===== src/rtl/popcount_pkg.sv =====
// Shared defaults, width helper and frame result type for the popcount frame accumulator.
package popcount_pkg;

  localparam int WORD_W_DEF = 32;
  localparam int ACC_W_DEF  = 16;

  function automatic int pc_width(input int w);
    return $clog2(w + 1);
  endfunction

  typedef struct packed {
    logic [ACC_W_DEF-1:0] total;
    logic [ACC_W_DEF-1:0] words;
    logic                 overflow;
  } frame_result_t;

endpackage


===== src/rtl/popcount_tree.sv =====
// Balanced binary adder tree counting the set bits of a WORD_W-bit word.
module popcount_tree
  import popcount_pkg::*;
#(
  parameter int WORD_W = WORD_W_DEF,
  parameter int PC_W   = pc_width(WORD_W)
) (
  input  logic [WORD_W-1:0] data,
  output logic [PC_W-1:0]   count
);

  localparam int LEAVES = 1 << $clog2(WORD_W);

  // Heap-ordered nodes: node[1] is the root, leaves sit at LEAVES..2*LEAVES-1.
  logic [PC_W-1:0] node [1:2*LEAVES-1];

  genvar i;
  for (i = 0; i < LEAVES; i++) begin : g_leaf
    if (i < WORD_W) begin : g_bit
      assign node[LEAVES+i] = {{(PC_W-1){1'b0}}, data[i]};
    end else begin : g_pad
      assign node[LEAVES+i] = '0;
    end
  end

  for (i = 1; i < LEAVES; i++) begin : g_add
    assign node[i] = node[2*i] + node[2*i+1];
  end

  assign count = node[1];

endmodule


===== src/rtl/popcount_frame_acc.sv =====
// Per-frame popcount accumulator with valid/ready on both sides.
// Optional threshold flag m_above is enabled by defining POPCOUNT_THRESHOLD_EN.
module popcount_frame_acc
  import popcount_pkg::*;
#(
  parameter int WORD_W = WORD_W_DEF,
  parameter int ACC_W  = ACC_W_DEF
) (
  input  logic              clk,
  input  logic              rst_n,
  input  logic              s_valid,
  output logic              s_ready,
  input  logic [WORD_W-1:0] s_data,
  input  logic              s_last,
  output logic              m_valid,
  input  logic              m_ready,
  output logic [ACC_W-1:0]  m_total,
  output logic [ACC_W-1:0]  m_words,
  output logic              m_overflow
`ifdef POPCOUNT_THRESHOLD_EN
  ,
  input  logic [ACC_W-1:0]  cfg_thresh,
  output logic              m_above
`endif
);

  localparam int PC_W = pc_width(WORD_W);

  logic [WORD_W-1:0] s1_data;
  logic              s1_last;
  logic              s1_valid;
  logic [ACC_W-1:0]  acc;
  logic [ACC_W-1:0]  wcnt;
  logic              ovf;
  logic [PC_W-1:0]   pc;
  logic              blocked;
  logic              retire;
  logic [ACC_W:0]    acc_sum;
  logic [ACC_W:0]    wcnt_sum;
  logic [ACC_W-1:0]  acc_next;
  logic [ACC_W-1:0]  wcnt_next;
  logic              sat_hit;

  popcount_tree #(.WORD_W(WORD_W), .PC_W(PC_W)) u_tree (
    .data  (s1_data),
    .count (pc)
  );

  // Stall decision and saturating next-sum computation for the word in S1.
  always_comb begin
    blocked  = s1_valid && s1_last && m_valid && !m_ready;
    retire   = s1_valid && !blocked;
    acc_sum  = {1'b0, acc} + (ACC_W+1)'(pc);
    wcnt_sum = {1'b0, wcnt} + {{ACC_W{1'b0}}, 1'b1};
    if (acc_sum[ACC_W]) begin
      acc_next = '1;
    end else begin
      acc_next = acc_sum[ACC_W-1:0];
    end
    if (wcnt_sum[ACC_W]) begin
      wcnt_next = '1;
    end else begin
      wcnt_next = wcnt_sum[ACC_W-1:0];
    end
    sat_hit = acc_sum[ACC_W] | wcnt_sum[ACC_W];
  end

  assign s_ready = !blocked;

  // Input register stage; a new word may load on the same edge the old one retires.
  always_ff @(posedge clk or negedge rst_n) begin
    if (!rst_n) begin
      s1_valid <= 1'b0;
      s1_data  <= '0;
      s1_last  <= 1'b0;
    end else if (s_valid && s_ready) begin
      s1_valid <= 1'b1;
      s1_data  <= s_data;
      s1_last  <= s_last;
    end else if (retire) begin
      s1_valid <= 1'b0;
    end
  end

  // Running frame accumulators, cleared when the last word retires.
  always_ff @(posedge clk or negedge rst_n) begin
    if (!rst_n) begin
      acc  <= '0;
      wcnt <= '0;
      ovf  <= 1'b0;
    end else if (retire) begin
      if (s1_last) begin
        acc  <= '0;
        wcnt <= '0;
        ovf  <= 1'b0;
      end else begin
        acc  <= acc_next;
        wcnt <= wcnt_next;
        ovf  <= ovf | sat_hit;
      end
    end
  end

  // Result register; a retiring last overrides a same-cycle handshake so frames go back-to-back.
  always_ff @(posedge clk or negedge rst_n) begin
    if (!rst_n) begin
      m_valid    <= 1'b0;
      m_total    <= '0;
      m_words    <= '0;
      m_overflow <= 1'b0;
`ifdef POPCOUNT_THRESHOLD_EN
      m_above    <= 1'b0;
`endif
    end else if (retire && s1_last) begin
      m_valid    <= 1'b1;
      m_total    <= acc_next;
      m_words    <= wcnt_next;
      m_overflow <= ovf | sat_hit;
`ifdef POPCOUNT_THRESHOLD_EN
      m_above    <= (acc_next > cfg_thresh);
`endif
    end else if (m_ready) begin
      m_valid    <= 1'b0;
    end
  end

endmodule


===== config.mk =====
export PLATFORM = sky130hd
export DESIGN_NAME = popcount_frame_acc
export DESIGN_NICKNAME = d
export VERILOG_FILES = /design/src/rtl/popcount_pkg.sv /design/src/rtl/popcount_tree.sv /design/src/rtl/popcount_frame_acc.sv
export SDC_FILE = /design/constraint.sdc
export NUM_CORES = 1
export LEC_CHECK = 0
export ABC_AREA = 1
export ABC_CLOCK_PERIOD_IN_PS = 4900
export BUFFER_PORTS_ARGS = -buffer_cell sky130_fd_sc_hd__buf_2
export CORE_MARGIN = 4
export CORE_UTILIZATION = 53
export DETAILED_ROUTE_END_ITERATION = 6
export PLACE_DENSITY = 0.82
export SLEW_MARGIN = 40
export SYNTH_ARGS = -nofsm -noshare
export SYNTH_HDL_FRONTEND = slang
export SYNTH_HIERARCHICAL = 1
export SYNTH_SLANG_ARGS = --single-unit

===== constraint.sdc =====
create_clock -name clk -period 4.9 [get_ports clk]
set_input_delay 0.49 -clock clk [delete_from_list [all_inputs] [get_ports clk]]
set_output_delay 0.49 -clock clk [all_outputs]
set_load 0.01 [all_outputs]

# After elaboration in Yosys (flattened, before gate mapping)
# Cells that the tools add are included.
[totals] latchBits=0 out_inout_bits=35 ff_bits=101 ramBits=0 in_bits=37 mem_bits_ro=0 mem_count=0 elab_cells=64
[classes] order_cmp=0 reduce_logical=10 mux=9 n_addsub=33 mul=0 n_eq_ne=0 bitwise_logic=2 n_div=0 shift=0
[ops] operator="$mux 16" n=4
[ops] operator="$add 1x1->2" n=16
[ops] operator="$add 2x2->3" n=8
[ops] operator="$add 16x1->17 const B" n=1
[ops] operator="$add 16x6->17" n=1
[ops] operator="$add 3x3->4" n=4
[ops] operator="$add 4x4->5" n=2
[ops] operator="$add 5x5->6" n=1
[ops] operator="$logic_and 1x1->1" n=6
[ops] operator="$mux 1" n=5
[ops] operator="$reduce_bool 2->1" n=2
[ops] operator="$logic_not 1->1" n=2
[ops] operator="$or 1x1->1" n=2

# Logic depth before layout (Yosys ltp)
[depth] ltp_word=9 ltp_mapped=30 depth_no_buf=30

# Cells and area by module
# The synthesis kept the hierarchy.
[modules_own_cells] mod="popcount_frame_acc" seq_area_each_um2=2527.4 cells_each=541 instances=1 area_per_inst_um2=4850.9
[modules_own_cells] mod="popcount_tree" seq_area_each_um2=0.0 cells_each=126 instances=1 area_per_inst_um2=1121.1

# Least setup slack after synthesis
# Ideal clock, no wire load.
[synth_path] path_type="register to register" start="register s1_data[24]" end="register acc[10]" required_ps=4769 path_buffers=1 arrival_time_ps=5126 stages_incl_launch_ff=22 setup_ps=131 synth_period_minus_slack_ps=5257 path_slack_ps=-357 cell_sequence="dfrtp_1 ha_1 inv_1 fa_1 fa_1 inv_1 fa_1 fa_1 fa_1 ha_1 inv_1 fa_1 xnor2_1 ha_1 or2_1 nand3_1 nand2_1 nand3_2 buf_6 nand3_1 nand2_1 o21ai_0"
[synth_between] elab_chain_cells=8
[synth_rtl] item="start: declaration" line_no="popcount_frame_acc.sv:29" source="logic [WORD_W-1:0] s1_data;"
[synth_rtl] item="start signal: assignment" line_no="popcount_frame_acc.sv:78" source="s1_data <= s_data;"
[synth_rtl] item="$add 1x1->2" line_no="popcount_tree.sv:27" source="assign node[i] = node[2*i] + node[2*i+1];"
[synth_rtl] item="$add 2x2->3" line_no="popcount_tree.sv:27"
[synth_rtl] item="$add 3x3->4" line_no="popcount_tree.sv:27"
[synth_rtl] item="$add 4x4->5" line_no="popcount_tree.sv:27"
[synth_rtl] item="$add 5x5->6" line_no="popcount_tree.sv:27"
[synth_rtl] item="via pc[3]" line_no="popcount_frame_acc.sv:35" source="logic [PC_W-1:0] pc;"
[synth_rtl] item="$add 16x6->17" line_no="popcount_frame_acc.sv:53" source="acc_sum = {1'b0, acc} + (ACC_W+1)'(pc);"
[synth_rtl] item="$mux 16" line_no="popcount_frame_acc.sv:55" source="if (acc_sum[ACC_W]) begin"
[synth_rtl] item="$mux 16" line_no="popcount_frame_acc.sv:92" source="if (s1_last) begin"
[synth_rtl] item="end signal: assignment" line_no="popcount_frame_acc.sv:97" source="acc <= acc_next;"
[synth_rtl] item="end: declaration" line_no="popcount_frame_acc.sv:32" source="logic [ACC_W-1:0] acc;"
# The timed path passes the listed nets, and every way through them passes these cells.
# A chain may end at the register's enable or synchronous reset.

# Final worst setup path
[layout_path] start="register s1_data[10]" end="register m_total[8]"
[layout_between] elab_chain_cells=7
[layout_rtl] item="$add 1x1->2" line_no="popcount_tree.sv:27"
[layout_rtl] item="$add 2x2->3" line_no="popcount_tree.sv:27"
[layout_rtl] item="$add 3x3->4" line_no="popcount_tree.sv:27"
[layout_rtl] item="$add 4x4->5" line_no="popcount_tree.sv:27"
[layout_rtl] item="$add 5x5->6" line_no="popcount_tree.sv:27"
[layout_rtl] item="via pc[2]" line_no="popcount_frame_acc.sv:35"
[layout_rtl] item="$add 16x6->17" line_no="popcount_frame_acc.sv:53"
[layout_rtl] item="$mux 16" line_no="popcount_frame_acc.sv:55"
[layout_rtl] item="end signal: assignment" line_no="popcount_frame_acc.sv:116" source="m_total <= acc_next;"
[layout_rtl] item="end: declaration" line_no="popcount_frame_acc.sv:17" source="output logic [ACC_W-1:0] m_total,"
# The timed path passes the listed nets, and every way through them passes these cells.

==> impl_metrics.env <==
export IMPL_tightest_slew_ps=803
export IMPL_dieArea_sq_mm=0.0130
export IMPL_dp_worst_setup_slack_ps=-408
export IMPL_clk_pin_slew_ps=70
export IMPL_area_growth_pct=20.6
export IMPL_maxCapViolations=0
export IMPL_multiInputGateArea_sq_mm=0.00327
export IMPL_worstReg2RegEnd="m_total[8]"
export IMPL_path_buf_inv=6
export IMPL_synth_top_cell_area_share_pct=42.3
export IMPL_hpwl_mm=8.93
export IMPL_cts_root_buf="clkbuf_16"
export IMPL_timing_final_crit_period_ps=5280
export IMPL_fillers=861
export IMPL_synthTopCellsByArea="dfrtp_1 (42%), nand2_1 (13%), fa_1 (9.1%)"
export IMPL_cp_slowest_cell="fa_2"
export IMPL_slowest_delay_ps=540
export IMPL_cp_arrival_ps=5570
export IMPL_seq_area_sq_mm=0.00253
export IMPL_setup_viol=34
export IMPL_rows=38
export IMPL_required_ps=5190
export IMPL_async_flop_share_pct=100
export IMPL_skew_ps=11.8
export IMPL_yosys_area_top_type="dfrtp_1"
export IMPL_layout_cells_non_filler=901
export IMPL_grt_max_degree=56
export IMPL_syn_nets=762
export IMPL_cp_start_kind="flop"
export IMPL_crit_family="adder cells"
export IMPL_crit_path_max_fanout=4
export IMPL_place_area_sq_mm=0.00655
export IMPL_syn_area_sq_mm=0.00597
export IMPL_ios=72
export IMPL_design_area_sq_mm=0.00720
export IMPL_fmax_mhz=190
export IMPL_clock_sinks=101
export IMPL_slew_viol_final=0
export IMPL_reg2regPathDepth=23
export IMPL_ff2ff_setup_slack_ps=-380
export IMPL_antenna_found_initial=0
export IMPL_grt_pass1_wl_mm=22.1
export IMPL_dieWidth_um=114
export IMPL_slew_headroom_pct=46.1
export IMPL_synth_seq_cells=101
export IMPL_cp_end_kind="flop"
export IMPL_portBuffers=71
export IMPL_cts_buffer_depth=2
export IMPL_vias=4758
export IMPL_min_path_type="in2async"
export IMPL_htree_levels=3
export IMPL_syn_avg_cell_area_sq_um=8.95
export IMPL_grt_pass1_vias=4846
export IMPL_place_gp_congestion=0.893
export IMPL_fin_util_pct=65.8
export IMPL_initial_utilization_pct=54.6
export IMPL_clk_latency_ps=360
export IMPL_synth_edff_count=0
export IMPL_vias_per_cell=5.28
export IMPL_postSynthCellCount=667
export IMPL_yosysMostFrequentCell="nand2_1"
export IMPL_yosysWarnings=6
export IMPL_placed_cells=875
export IMPL_nets=851
export IMPL_finalWirelength_mm=13.5
export IMPL_dr_pass1_iters=5
export IMPL_outcome="finished, violations left"
export IMPL_layout_drive_gt1_share_pct=31.1
export IMPL_fin_crit_sh_pct=108
export IMPL_crit_top_cell="inv_2"
export IMPL_timing_rr_start="s1_data[10]"
export IMPL_ant_nets=0
export IMPL_grt_usage_pct=21.3
export IMPL_grt_setup_unrepaired="yes"
export IMPL_cts_hold_buf=0
export IMPL_drc=0
export IMPL_drt_iter0_drc=238
export IMPL_fin_ws_ps=-376
export IMPL_synth_distinct_cells=34
export IMPL_hold_viol=0
export IMPL_synth_main_ff_cell="dfrtp_1"
export IMPL_ys_seq_area_share_pct=42.3
export IMPL_ys_top_cells_by_count="nand2_1 (199), dfrtp_1 (101), inv_1 (100)"
export IMPL_core_area_sq_mm=0.0109
export IMPL_violations="negative setup slack"
export IMPL_cts_tree="built"
export IMPL_fp_dieH_um=114
export IMPL_cts_buffers=9
export IMPL_wl_per_cell_um=14.9
export IMPL_worstPathCellList="ha_4 > inv_1 > fa_2 > inv_2 > fa_2 > inv_2 > fa_2 > inv_2 > fa_1 > fa_1 > ha_2 > inv_2 > fa_2 > inv_2 > ha_4 > nand2_1 > nand2_2 > nand2_4 > o22ai_4 > o21ai_0 > o21ai_2 > nand2_1 > nand2_1"
export IMPL_grt_overflow=0
export IMPL_crit_type="reg2reg"
export IMPL_diodes=0
export IMPL_crit_cells=23
## sequential cells by signal, indices dropped and copies added, names as in the netlist
register / count
s1_data: 32
s1_last: 1
m_words: 16
wcnt: 16
s1_valid: 1
ovf: 1
acc: 16
m_total: 16
m_valid: 1
m_overflow: 1
## timing repair
item	in CTS	in global routing
setup buffers	5	5
setup endpoints to repair	34	34
gates cloned	1	0
gates resized for setup	46	25
pin swaps	13	6
## final cells by class
cell class | count | share of cell area, %
Multi-Input combinational cell | 448 | 45.4
Sequential cell | 101 | 35.1
Timing Repair Buffer | 93 | 7.42
Inverter | 103 | 5.37
Clock buffer | 9 | 3.13
Tap cell | 140 | 2.43
Clock inverter | 7 | 1.11
## how the worst max path moves through the flow
| stage | start | endpoint | slack (ps) |
|---|---|---|---|
| after global routing | s1_data[25] | m_total[8] | -610 |
| after global placement | s1_data[17] | acc[7] | -290 |
| after detailed placement | s1_data[16] | acc[7] | -410 |
| final | s1_data[10] | m_total[8] | -380 |
| after floorplan | s1_data[17] | ovf | -80 |
| after CTS | s1_data[16] | m_total[9] | -300 |
## worst reg2reg max path, delay by kind of cell, from the launching register on
kind / cells / cell delay [ps]
AO/OA/AOI/OAI: 3 / 540
adder cells (fa/ha/maj): 9 / 3530
buffers and inverters: 6 / 290
flip-flops: 1 / 430
AND/OR/NAND/NOR: 5 / 440
## cells in the final DEF (no fill, tap or decap), types with 19 or more instances in the layout
master,instances
buf_2,70
buf_4,20
dfrtp_1,101
fa_1,22
ha_1,25
inv_1,87
mux2_2,32
nand2_1,185
nand3_1,25
nor2_1,19
o21ai_0,19
## stage by stage
| step | hold WS [ps] | TNS (ps) |
|---|---|---|
| 2_1_floorplan | 194 | -1220 |
| 3_3_place_gp | 456 | -7010 |
| 3_5_place_dp | 461 | -11040 |
| 4_1_cts | 169 | -8370 |
| 5_1_grt | 186 | -17850 |
| 6_report | 147 | -10020 |
## cells by family (layout without fill, tap and decap cells)
logic type                 Yosys count  after routing  share of synthesized area [%]
AOI/OAI and AO/OA                   51             51                           4.69
xor gates and xnor gates             5              5                          0.733
adders and majority gates           58             58                           15.5
buffers and inverters              119            212                           8.19
DFF                                101            101                           42.3
muxes                               33             33                           6.22
and+or+nand+nor                    300            301                           22.3
## metal layers
metal | wire length (um) | part of all wire, % | up-vias | track usage, %
met5 | 0 | 0 | - | 0
met4 | 365 | 2.7 | 0 | 9.11
met3 | 878 | 6.5 | 36 | 5.07
met2 | 6900 | 51 | 181 | 37.0
met1 | 5320 | 40 | 2265 | 25.3
li1 | - | - | 2276 | -
Power is left out: the tool's default activity adds up to more than one toggle a clock period on the data nets, which glitch-free logic cannot reach.
